**src/rtl/aes_inv_mixcol_unit.sv**
```systemverilog
// AES InvMixColumns unit: transforms a 128-bit state column group by column group,
// with ready/valid handshakes on both sides and a bypass for the final decrypt round.
module aes_inv_mixcol_unit #(
    parameter int unsigned COLS_PER_CYCLE = 1
) (
    input  logic         clk,
    input  logic         rst_n,
    input  logic         in_valid,
    output logic         in_ready,
    input  logic [127:0] in_state,
    input  logic         in_bypass,
    output logic         out_valid,
    input  logic         out_ready,
    output logic [127:0] out_state,
    output logic         busy
);

    localparam int unsigned NCOLS    = 4;
    localparam int unsigned GROUPS   = NCOLS / COLS_PER_CYCLE;
    localparam logic [1:0]  COL_STEP = 2'(COLS_PER_CYCLE);
    localparam logic [1:0]  LAST_COL = 2'(NCOLS - COLS_PER_CYCLE);

    if (COLS_PER_CYCLE != 1 && COLS_PER_CYCLE != 2 && COLS_PER_CYCLE != 4) begin : g_bad_cols
        $error("aes_inv_mixcol_unit: COLS_PER_CYCLE must be 1, 2 or 4");
    end

    typedef enum logic [1:0] {
        IDLE = 2'd0,
        CALC = 2'd1,
        HOLD = 2'd2
    } state_t;

    state_t         state_q;
    logic [1:0]     col_q;
    logic           bypass_q;
    logic           ready_en_q;
    logic [127:0]   work_q;
    logic [127:0]   calc_state;
    logic [127:0]   load_state;
    logic           in_fire;

    // Multiply by x in GF(2^8) mod 0x11B.
    function automatic logic [7:0] xtime(input logic [7:0] b);
        return {b[6:0], 1'b0} ^ (b[7] ? 8'h1b : 8'h00);
    endfunction

    // One output byte: 0E*a0 ^ 0B*a1 ^ 0D*a2 ^ 09*a3, built from x2/x4/x8 chains.
    function automatic logic [7:0] inv_byte(input logic [7:0] a0, input logic [7:0] a1,
                                            input logic [7:0] a2, input logic [7:0] a3);
        logic [7:0] x2_0, x4_0, x8_0;
        logic [7:0] x2_1, x4_1, x8_1;
        logic [7:0] x2_2, x4_2, x8_2;
        logic [7:0] x4_3, x8_3;
        x2_0 = xtime(a0);
        x4_0 = xtime(x2_0);
        x8_0 = xtime(x4_0);
        x2_1 = xtime(a1);
        x4_1 = xtime(x2_1);
        x8_1 = xtime(x4_1);
        x2_2 = xtime(a2);
        x4_2 = xtime(x2_2);
        x8_2 = xtime(x4_2);
        x4_3 = xtime(xtime(a3));
        x8_3 = xtime(x4_3);
        return (x8_0 ^ x4_0 ^ x2_0)
             ^ (x8_1 ^ x2_1 ^ a1)
             ^ (x8_2 ^ x4_2 ^ a2)
             ^ (x8_3 ^ a3);
    endfunction

    function automatic logic [31:0] inv_mix_col(input logic [31:0] c);
        logic [7:0] a0, a1, a2, a3;
        a0 = c[31:24];
        a1 = c[23:16];
        a2 = c[15:8];
        a3 = c[7:0];
        return {inv_byte(a0, a1, a2, a3), inv_byte(a1, a2, a3, a0),
                inv_byte(a2, a3, a0, a1), inv_byte(a3, a0, a1, a2)};
    endfunction

    function automatic logic [31:0] get_col(input logic [127:0] s, input logic [1:0] c);
        logic [31:0] v;
        case (c)
            2'd0:    v = s[127:96];
            2'd1:    v = s[95:64];
            2'd2:    v = s[63:32];
            default: v = s[31:0];
        endcase
        return v;
    endfunction

    function automatic logic [127:0] put_col(input logic [127:0] s, input logic [1:0] c,
                                             input logic [31:0] v);
        logic [127:0] r;
        r = s;
        case (c)
            2'd0:    r[127:96] = v;
            2'd1:    r[95:64]  = v;
            2'd2:    r[63:32]  = v;
            default: r[31:0]   = v;
        endcase
        return r;
    endfunction

    // Transform the COLS_PER_CYCLE columns starting at base, leaving the rest untouched.
    function automatic logic [127:0] xform_group(input logic [127:0] s, input logic [1:0] base);
        logic [127:0] r;
        logic [1:0]   c;
        r = s;
        for (int unsigned g = 0; g < COLS_PER_CYCLE; g++) begin
            c = base + 2'(g);
            r = put_col(r, c, inv_mix_col(get_col(s, c)));
        end
        return r;
    endfunction

    always_comb begin
        calc_state = xform_group(work_q, col_q);
        load_state = xform_group(in_state, 2'd0);
    end

    // ready_en_q keeps in_ready low during reset and through the first edge after it.
    assign in_ready  = ready_en_q & ((state_q == IDLE) | ((state_q == HOLD) & out_ready));
    assign in_fire   = in_valid & in_ready;
    assign out_valid = (state_q == HOLD);
    assign busy      = (state_q != IDLE);
    assign out_state = work_q;

    // The capture edge also transforms column group 0, so a state spends 4/COLS_PER_CYCLE
    // edges in flight and back-to-back transfers sustain one state per 4/COLS_PER_CYCLE cycles.
    always_ff @(posedge clk or negedge rst_n) begin
        if (!rst_n) begin
            state_q    <= IDLE;
            col_q      <= 2'd0;
            bypass_q   <= 1'b0;
            ready_en_q <= 1'b0;
            work_q     <= 128'h0;
        end else begin
            ready_en_q <= 1'b1;
            if (in_fire) begin
                bypass_q <= in_bypass;
                if (in_bypass) begin
                    work_q  <= in_state;
                    col_q   <= 2'd0;
                    state_q <= HOLD;
                end else begin
                    work_q  <= load_state;
                    col_q   <= COL_STEP;
                    state_q <= (GROUPS == 1) ? HOLD : CALC;
                end
            end else begin
                case (state_q)
                    CALC: begin
                        if (bypass_q) begin
                            state_q <= HOLD;
                        end else begin
                            work_q <= calc_state;
                            if (col_q == LAST_COL) begin
                                state_q <= HOLD;
                            end else begin
                                col_q <= col_q + COL_STEP;
                            end
                        end
                    end
                    HOLD: begin
                        if (out_ready) begin
                            state_q <= IDLE;
                        end
                    end
                    default: begin
                        state_q <= IDLE;
                    end
                endcase
            end
        end
    end

endmodule

```
**config.mk**
```make
export PLATFORM = sky130hd
export DESIGN_NAME = aes_inv_mixcol_unit
export DESIGN_NICKNAME = d
export VERILOG_FILES = /design/src/rtl/aes_inv_mixcol_unit.sv
export SDC_FILE = /design/constraint.sdc
export NUM_CORES = 1
export LEC_CHECK = 0
export BUFFER_PORTS_ARGS = -buffer_cell sky130_fd_sc_hd__buf_2
export CAP_MARGIN = 20
export CELL_PAD_IN_SITES_DETAIL_PLACEMENT = 2
export CELL_PAD_IN_SITES_GLOBAL_PLACEMENT = 2
export CORE_MARGIN = 2
export CORE_UTILIZATION = 33
export DETAILED_ROUTE_END_ITERATION = 7
export PLACE_DENSITY = 0.8
export SLEW_MARGIN = 20
export SYNTH_ARGS = -nofsm -noshare
export SYNTH_HDL_FRONTEND = slang
export SYNTH_SLANG_ARGS = --single-unit
```
**constraint.sdc**
```tcl
create_clock -name clk -period 3.9 [get_ports clk]
set_input_delay 0.195 -clock clk [delete_from_list [all_inputs] [get_ports clk]]
set_output_delay 0.195 -clock clk [all_outputs]
set_load 0.05 [all_outputs]
```
After elaboration in Yosys (flattened, before gate mapping)
Index checks and enable logic that the tools add are counted.
- register bits after elaboration: 134
- latch bits: 0
- memory bits (writable): 0
- bits in read-only memories: 0
- input port bits: 133
- logic and storage cells: 177
- memories: 0
- $add $sub $neg: 1
- $mul: 0
- div/mod/pow operators: 0
- $lt $le $gt $ge: 0
- eq/ne operators: 10
- shifts and indexed selects: 0
- multiplexer cells: 44
- bitwise operators: 100
- reduce and logical (&&, ||, !) cells: 14
- operators by type and width (kind ; count):
    bitwise XOR 8 bit ; 79
    2-to-1 mux 128 bit ; 4
    bitwise XOR 8 x 5 -> 8 bit ; 17
    2-to-1 mux 32 bit ; 4
    2-to-1 mux 5 bit ; 24
    case mux 32 bit (3 select lines) ; 1
    2-to-1 mux 2 bit ; 9
    AND reduction 3 bit ; 5
    nonzero test 2 bit ; 5
    equality test 2 bit, second input constant ; 3
    equality test 2 x 1 -> 1 bit, second input constant ; 2
    zero test 2 bit ; 2
    != test 2 x 1 -> 1 bit, second input constant ; 2
    != test 4 bit, second input constant ; 1
    case mux 2 bit (2 select lines) ; 1
    bitwise AND 1 bit ; 3
    != test 3 x 1 -> 1 bit, second input constant ; 1
    OR reduction 3 bit ; 1
    adder 2 x 1 -> 2 bit, second input constant ; 1
    != test 2 bit, second input constant ; 1
    AND reduction 2 bit ; 1
    2-to-1 mux 1 bit ; 1
    bitwise OR 1 bit ; 1

Depth between registers and ports, before layout
Gate-level depths: netlist of the first run.
- word-level depth: 17
- depth in mapped cells: 13
- depth with buffers taken out: 10

Least setup slack after synthesis of the first run
No wires, ideal clock.
- path type: flip-flop to flip-flop
- start: register col_q[0]
- end: register work_q[84], in the netlist out_state[84]
- setup time: 0.121 ns
- data arrival time: 3.107 ns
- data required time: 3.779 ns
- setup slack: 0.672 ns
- cell stages (with the launch flop): 12
- clock period less this slack: 3.228 ns
- cell sequence: dfrtp_1 > inv_1 > ha_1 > buf_6 > a222oi_1 > xnor2_1 > o21ai_4 > xnor2_2 > xnor3_2 > xnor3_1 > and2_1 > o22a_1
- word-level cells in the longest chain between the ends: 15
- elaborated cells between the ends (all ways): 43
- ends and longest elaborated chain (element ; RTL line ; source):
    from (decl) ; 34 ; logic [1:0] col_q;
    from (signal assigned) ; 161 ; col_q <= col_q + COL_STEP;
    equality test 2 bit (tied with other cells) ; 83 ; case (c)
    case mux 32 bit (3 select lines) ; 83 ;
    bitwise XOR 8 x 5 -> 8 bit ; 44 ; return {b[6:0], 1'b0} ^ (b[7] ? 8'h1b : 8'h00);
    2-to-1 mux 5 bit / bitwise XOR 8 x 5 -> 8 bit (equally long branches) ; 44 ;
    bitwise XOR 8 x 5 -> 8 bit / 2-to-1 mux 5 bit (equally long branches) ; 44 ;
    bitwise XOR 8 x 5 -> 8 bit ; 44 ;
    bitwise XOR 8 bit, on equally long branches (2 in a row) ; 65, 66 ;
    bitwise XOR 8 bit ; 66 ; ^ (x8_1 ^ x2_1 ^ a1)
    bitwise XOR 8 bit ; 67 ; ^ (x8_2 ^ x4_2 ^ a2)
    bitwise XOR 8 bit ; 68 ; ^ (x8_3 ^ a3);
    2-to-1 mux 32 bit ; 96 ; case (c)
    2-to-1 mux 128 bit ; 154 ; if (bypass_q) begin
    2-to-1 mux 128 bit ; 152 ; case (state_q)
    2-to-1 mux 128 bit ; 140 ; if (in_fire) begin
    to (signal assigned) ; 143 ; work_q <= in_state;
    to (signal assigned) ; 147 ; work_q <= load_state;
    to (signal assigned) ; 157 ; work_q <= calc_state;
    to (decl) ; 37 ; logic [127:0] work_q;
Parallel ways exist; a longest one is shown, timed or not. The select of a mux whose other input is x is not followed.
A chain may end at the register's enable or synchronous reset.

Worst setup path in the final report of the first run
- start: register col_q[0]
- end: register work_q[81], in the netlist out_state[81]
The elaborated chain is that of the path after synthesis.

==> impl_metrics.yaml, run 1 <==
status:
  status: "finished clean"
worst_setup_path:
  cpMostUsedCell: "buf_4"
  critPathMaxFanout: 17
  crit_family: "XOR/XNOR gates"
  setup.worst_path.start_class: "flip-flop"
  crit_buf_inv: 4
  cp_cell_sequence: "inv_1, ha_1, buf_4, a222oi_1, mux2i_2, buf_4, xnor3_1, xnor2_2, xor2_1, buf_4, nand2_1, a22o_1"
  cpPeakStageDelay_ps: 550
  crit_slowest_cell: "a222oi_1"
  critPathKind: "reg -> reg"
  cp.required_ps: 4230
  end_kind: "flip-flop"
  worst_ep_arrival_time_ps: 4180
timing:
  slew_headroom_pct: 28.0
  holdWs_ps: 6.52
  tightest_slew_ps: 1070
  fin_skew_ps: 15.0
  finalCriticalPeriod_ps: 3850
  finalMaxSlewViolations: 0
  setup_viol: 0
  min_period_over_period_pct: 98.8
  hold_viol_final: 0
  max_freq_ghz: 0.259
synth:
  synth_cells: 1206
  synth_commonest_cells: "277 x xnor2_1, 134 x dfrtp_1, 103 x xor2_1, 93 x nand2_1, 88 x nor2_1"
  synth_top_area_share_pct: 30.2
  postSynthAreaPerCell_um2: 9.19
  synth.distinct_cells: 53
  ys.flop_type: "dfrtp_1"
  syn-num-nets: 1343
  seq_area_frac_synth_pct: 30.2
  synth-edff-count: 0
  synthArstFlopShare_pct: 100
  synth.most_common_cell: "xnor2_1"
  synth_top_area_cell: "dfrtp_1"
  yosysWarnings: 0
  yosys-top-cells-area: "dfrtp_1 30%, xnor2_1 22%, xor2_1 8.1%"
  syn_area_um2: 11100
  ys_ff_latch: 134
cells_and_area:
  num_antenna_cells: 0
  drive_gt1_share_pct: 28.0
  fin_cells: 1964
  final_nets: 1640
  area_growth_syn_to_layout_pct: 27.5
clock_network:
  clk_path_buf_depth: 2
  clk_pin_slew_ps: 70
  cts-buffers-inserted: 17
  htreeDepth: 4
  cts_tree: "built"
  clock_latency_ps: 440
  cts_num_sinks: 134
  clockRootBuffer: "clkbuf_16"
global_route:
  groute.usage.overall_pct: 31.9
  grt_pass1_wl_um: 82500
  first_global_vias: 11800
  grt_antenna_before_repair: 1
  grt_max_degree: 72
  overflow: 0
die:
  start_util_pct: 33.3
  core_area_um2: 33300
  row_count: 67
  fp.dieH_um: 187
  dieArea_um2: 35100
  io_pins: 264
  die_x_um: 187
placement:
  numPortBuffers: 263
  dp_hpwl_um: 44000
  placed_cells: 1920
  place.gp.congestion: 0.971
route:
  viasPerCell: 5.67
  ant_nets: 0
  remaining_drc_errors: 0
  wl_per_cell_um: 28.8
  drt-initial-drc-count: 1127
  first_pass_iters: 7
  routed_wl_um: 56600
  vias: 11100
run:
  maxCapViolations: 0
worst_hold_path:
  hold_path.class: "in -> reg"
[path summary, 6_finish.rpt]
path,slack [ps],end,cells after the start,from
setup / recovery,50,out_state[81],12,col_q[0]
hold / removal,7,out_state[13],3,in_state[13]
setup reg to reg,50,out_state[81],12,col_q[0]
hold reg to reg,540,out_state[100],2,out_state[100]
max in group asynchronous,2660,out_state[81],3,rst_n
min in group asynchronous,340,out_state[74],2,rst_n
[metal layers]
layer | GRT usage (%) | share of wire (%) | vias up
met3 | 4.15 | 6.4 | 92
met1 | 41.4 | 41 | 5778
met5 | 0 | 0.023 | -
li1 | - | - | 4747
met2 | 55.3 | 50 | 511
met4 | 9.28 | 2.7 | 2
[placed cells by master, fill, tap and decap left out, drive strengths merged, types with 2 or more instances in the layout]
cell type	Yosys	routed
a21o	3	3
a21oi	87	87
a221o	2	2
a221oi	4	4
a222oi	32	32
a22o	22	22
a22oi	49	49
a2bb2oi	3	3
a31oi	3	3
and2	7	7
and3	2	2
buf	23	357
clkbuf	64	18
clkinv	0	4
clkinvlp	0	4
dfrtp	134	134
dlygate4sd3	0	8
ha	4	4
inv	10	16
mux2i	17	17
nand2	93	93
nand2b	3	3
nor2	89	89
nor2b	18	18
nor3	2	2
nor4	2	2
o211ai	2	2
o21a	4	4
o21ai	83	83
o22a	9	9
o22ai	15	15
or2	2	2
xnor2	280	280
xnor3	28	28
xor2	103	103
[stage by stage]
stage	TNS [ps]	area, um^2	worst slack, ps	util [%]
final	0	14100	46.4	42.5
after detailed placement	-274	13400	-60.0	40.1
after floorplan	0	11100	672	-
after global routing	-14.1	14100	-14.1	42.5
after global placement	0	13400	80.0	40.1
after CTS	0	14000	12.1	42.1
[what timing repair did]
item,in CTS,in global routing
hold buffers,8,0
buffers inserted,3,0
pin swaps,3,4
endpoints found under the hold margin,77,0
gates resized for setup,1,17
setup endpoints to repair,9,29
[state kept, by name, indices dropped and copies added (netlist names)]
| signal | flops |
|---|---|
| out_state | 128 |
| col_q | 2 |
| bypass_q | 1 |
| state_q | 2 |
| ready_en_q | 1 |
[final cells by class]
| class | instances | area, um^2 |
|---|---|---|
| Clock buffer | 18 | 429 |
| Sequential cell | 134 | 3350 |
| Fill cell | 3686 | 19100 |
| Tap cell | 448 | 561 |
| Multi-Input combinational cell | 975 | 7460 |
| Inverter | 10 | 37.5 |
| Clock inverter | 14 | 116 |
| Timing Repair Buffer | 365 | 2180 |
[worst register-to-register path: cells and delay by family (launching register included)]
kind / cells / cell delay (ps)
AOI/OAI and AO/OA: 2 / 800
xor gates and xnor gates: 3 / 1050
adders and majority gates: 1 / 300
buffers and inverters: 4 / 810
DFF: 1 / 420
muxes: 1 / 220
and+or+nand+nor: 1 / 120
[kinds of logic after synthesis]
group,Yosys count,share of synthesized area (%)
AOI/OAI and AO/OA,323,19.6
xor gates and xnor gates,411,36.2
adders and majority gates,4,0.451
buffers and inverters,97,3.65
DFF,134,30.2
muxes,17,1.64
other,1,0.0338
and+or+nand+nor,219,8.26
Power of run 1 is not shown: default switching activity piles up to over one toggle a cycle in this logic, so the estimate is an artifact.
==> inputs of run 2 (changes only) <==
--- a/config.mk
+++ b/config.mk
@@ -12,7 +12,9 @@
 export CORE_MARGIN = 2
 export CORE_UTILIZATION = 33
 export DETAILED_ROUTE_END_ITERATION = 7
+export GPL_ROUTABILITY_DRIVEN = 0
 export PLACE_DENSITY = 0.8
+export RECOVER_POWER = 25
 export SLEW_MARGIN = 20
 export SYNTH_ARGS = -nofsm -noshare
 export SYNTH_HDL_FRONTEND = slang
==> run 2 against run 1 <==
The flow now finishes with violations (capacitance limit, slew limit, setup timing). Sequential share of layout area down 0.21 points. Global-route usage is 3.6 points higher. Via count increased by 9.7%. Setup slack lost 610 ps. Final area up 0.95%. Critical endpoint is now out_state[77]. Non-clock buffer count fell by 2. Largest cell class unchanged. Register-to-register slack worse by 610 ps. Clock skew down 4.4 ps. Worst hold slack gained 1.7 ps. Highest routed layer is now met4. Clock-buffer cell count up 3. Flip-flop and latch count unchanged. First-iteration DRC count rose by 41%.
==> impl_metrics.yaml, run 2 (same netlist as run 1, synthesis figures left out) <==
worst_hold_path:
  hp-start: "in_state[57]"
  hold_depth: 3
  hold_path.class: "in -> reg"
  hold_end: "out_state[57]"
placement:
  place_ws_ps: -67.5
  numPortBuffers: 263
  dp_hpwl_um: 44800
  placed_cells: 1903
timing:
  slew_headroom_pct: -66.1
  fin_skew_ps: 10.5
  setup_viol: 82
  max_freq_ghz: 0.224
  setup_ws_ps: -561
  hold_viol_final: 0
  min_period_over_period_pct: 114
  finalMaxSlewViolations: 90
  finalCriticalPeriod_ps: 4460
  tightest_slew_ps: 2490
clock_network:
  clock_latency_ps: 460
  cts-buffers-inserted: 17
  cts_num_sinks: 134
  htreeDepth: 4
  cts_tree: "built"
  clockRootBuffer: "clkbuf_16"
  clk_path_buf_depth: 2
  clk_pin_slew_ps: 70
route:
  ant_nets: 0
  vias: 12200
  first_pass_iters: 7
  routed_wl_um: 68000
  viasPerCell: 6.21
  remaining_drc_errors: 0
  wl_per_cell_um: 34.6
  drt-initial-drc-count: 1592
status:
  violations: "capacitance limit, slew limit, setup timing"
  status: "finished with violations"
die:
  row_count: 67
  start_util_pct: 33.3
  io_pins: 264
  die_x_um: 187
  dieArea_um2: 35100
  fp.dieH_um: 187
  core_area_um2: 33300
cells_and_area:
  final_nets: 1638
  final_common_cell: "xnor2_1"
  largest_reg_flops: 128
  area_growth_syn_to_layout_pct: 28.7
  mostFrequentLayoutCells: "268 x xnor2_1, 250 x buf_2, 133 x dfrtp_1"
  drive_gt1_share_pct: 28.3
  fin_cells: 1968
worst_setup_path:
  critPathMaxFanout: 20
  r2r_start: "col_q[0]"
  critPathKind: "reg -> reg"
  r2r_slack_ps: -560
  end_kind: "flip-flop"
  cp.required_ps: 4210
  reg2regPathDepth: 12
  worst_ep_arrival_time_ps: 4770
  r2r_end: "out_state[77]"
  setup.worst_path.start_class: "flip-flop"
run:
  maxCapViolations: 1
global_route:
  grt_pass1_wl_um: 90800
  overflow: 0
  grt_antenna_before_repair: 6
  first_global_vias: 12900
  grt_max_degree: 90
  groute.usage.overall_pct: 35.5
## run 2: how the worst max path moves through the flow
| stage | end | slack, ps | startpoint |
|---|---|---|---|
| after CTS | out_state[20] | 6 | col_q[0] |
| after floorplan | out_state[84] | 670 | col_q[0] |
| after global placement | out_state[49] | 230 | col_q[0] |
| final | out_state[77] | -560 | col_q[0] |
| after global routing | out_state[77] | -430 | col_q[1] |
| after detailed placement | out_state[22] | -70 | col_q[0] |
## run 2: repair_timing
item	4_1_cts	5_1_grt
gates cloned	0	0
gates resized for setup	14	28
setup buffers	2	14
setup endpoints to repair	48	67
hold endpoints to repair	96	0
pin swaps	4	8
hold buffers	10	0
## run 2: per-layer routing
layer	track usage, %	vias to the layer above	wire length, um
met5	0	-	0
li1	-	4764	-
met2	60.8	959	31900
met4	21.2	0	5270
met3	7.67	345	6640
met1	40.6	6144	24200
## run 2: area by class of cell
class,instances,area (um^2)
repair buffers,363,2160
fillers,3672,19000
inverters,10,37.5
clock buffers,21,470
multi-input cells,975,7530
diodes,6,15.0
flip-flops and latches,134,3350
clock inverters,11,148
well taps,448,561
## run 2: stage by stage
stage	hold WS, ps	TNS [ps]	utilization, %	instance area (um^2)
after detailed placement	343	-79.9	39.7	13200
after CTS	0.175	0	42.1	14000
after global routing	9.07	-7200	42.9	14300
after global placement	341	0	39.7	13200
after floorplan	-101	0	-	11100
final	8.25	-10780	42.9	14300
## run 2: critical path: stages, from the launching register on
cell	delay (ps)
dfrtp_2	420
inv_1	130
ha_1	280
buf_4	250
a222oi_1	570
mux2i_2	300
buf_4	280
xnor2_1	680
xnor2_1	340
xnor2_1	310
xnor2_1	140
buf_4	200
o21ai_0	390
Power of run 2 is left out for the same reason.
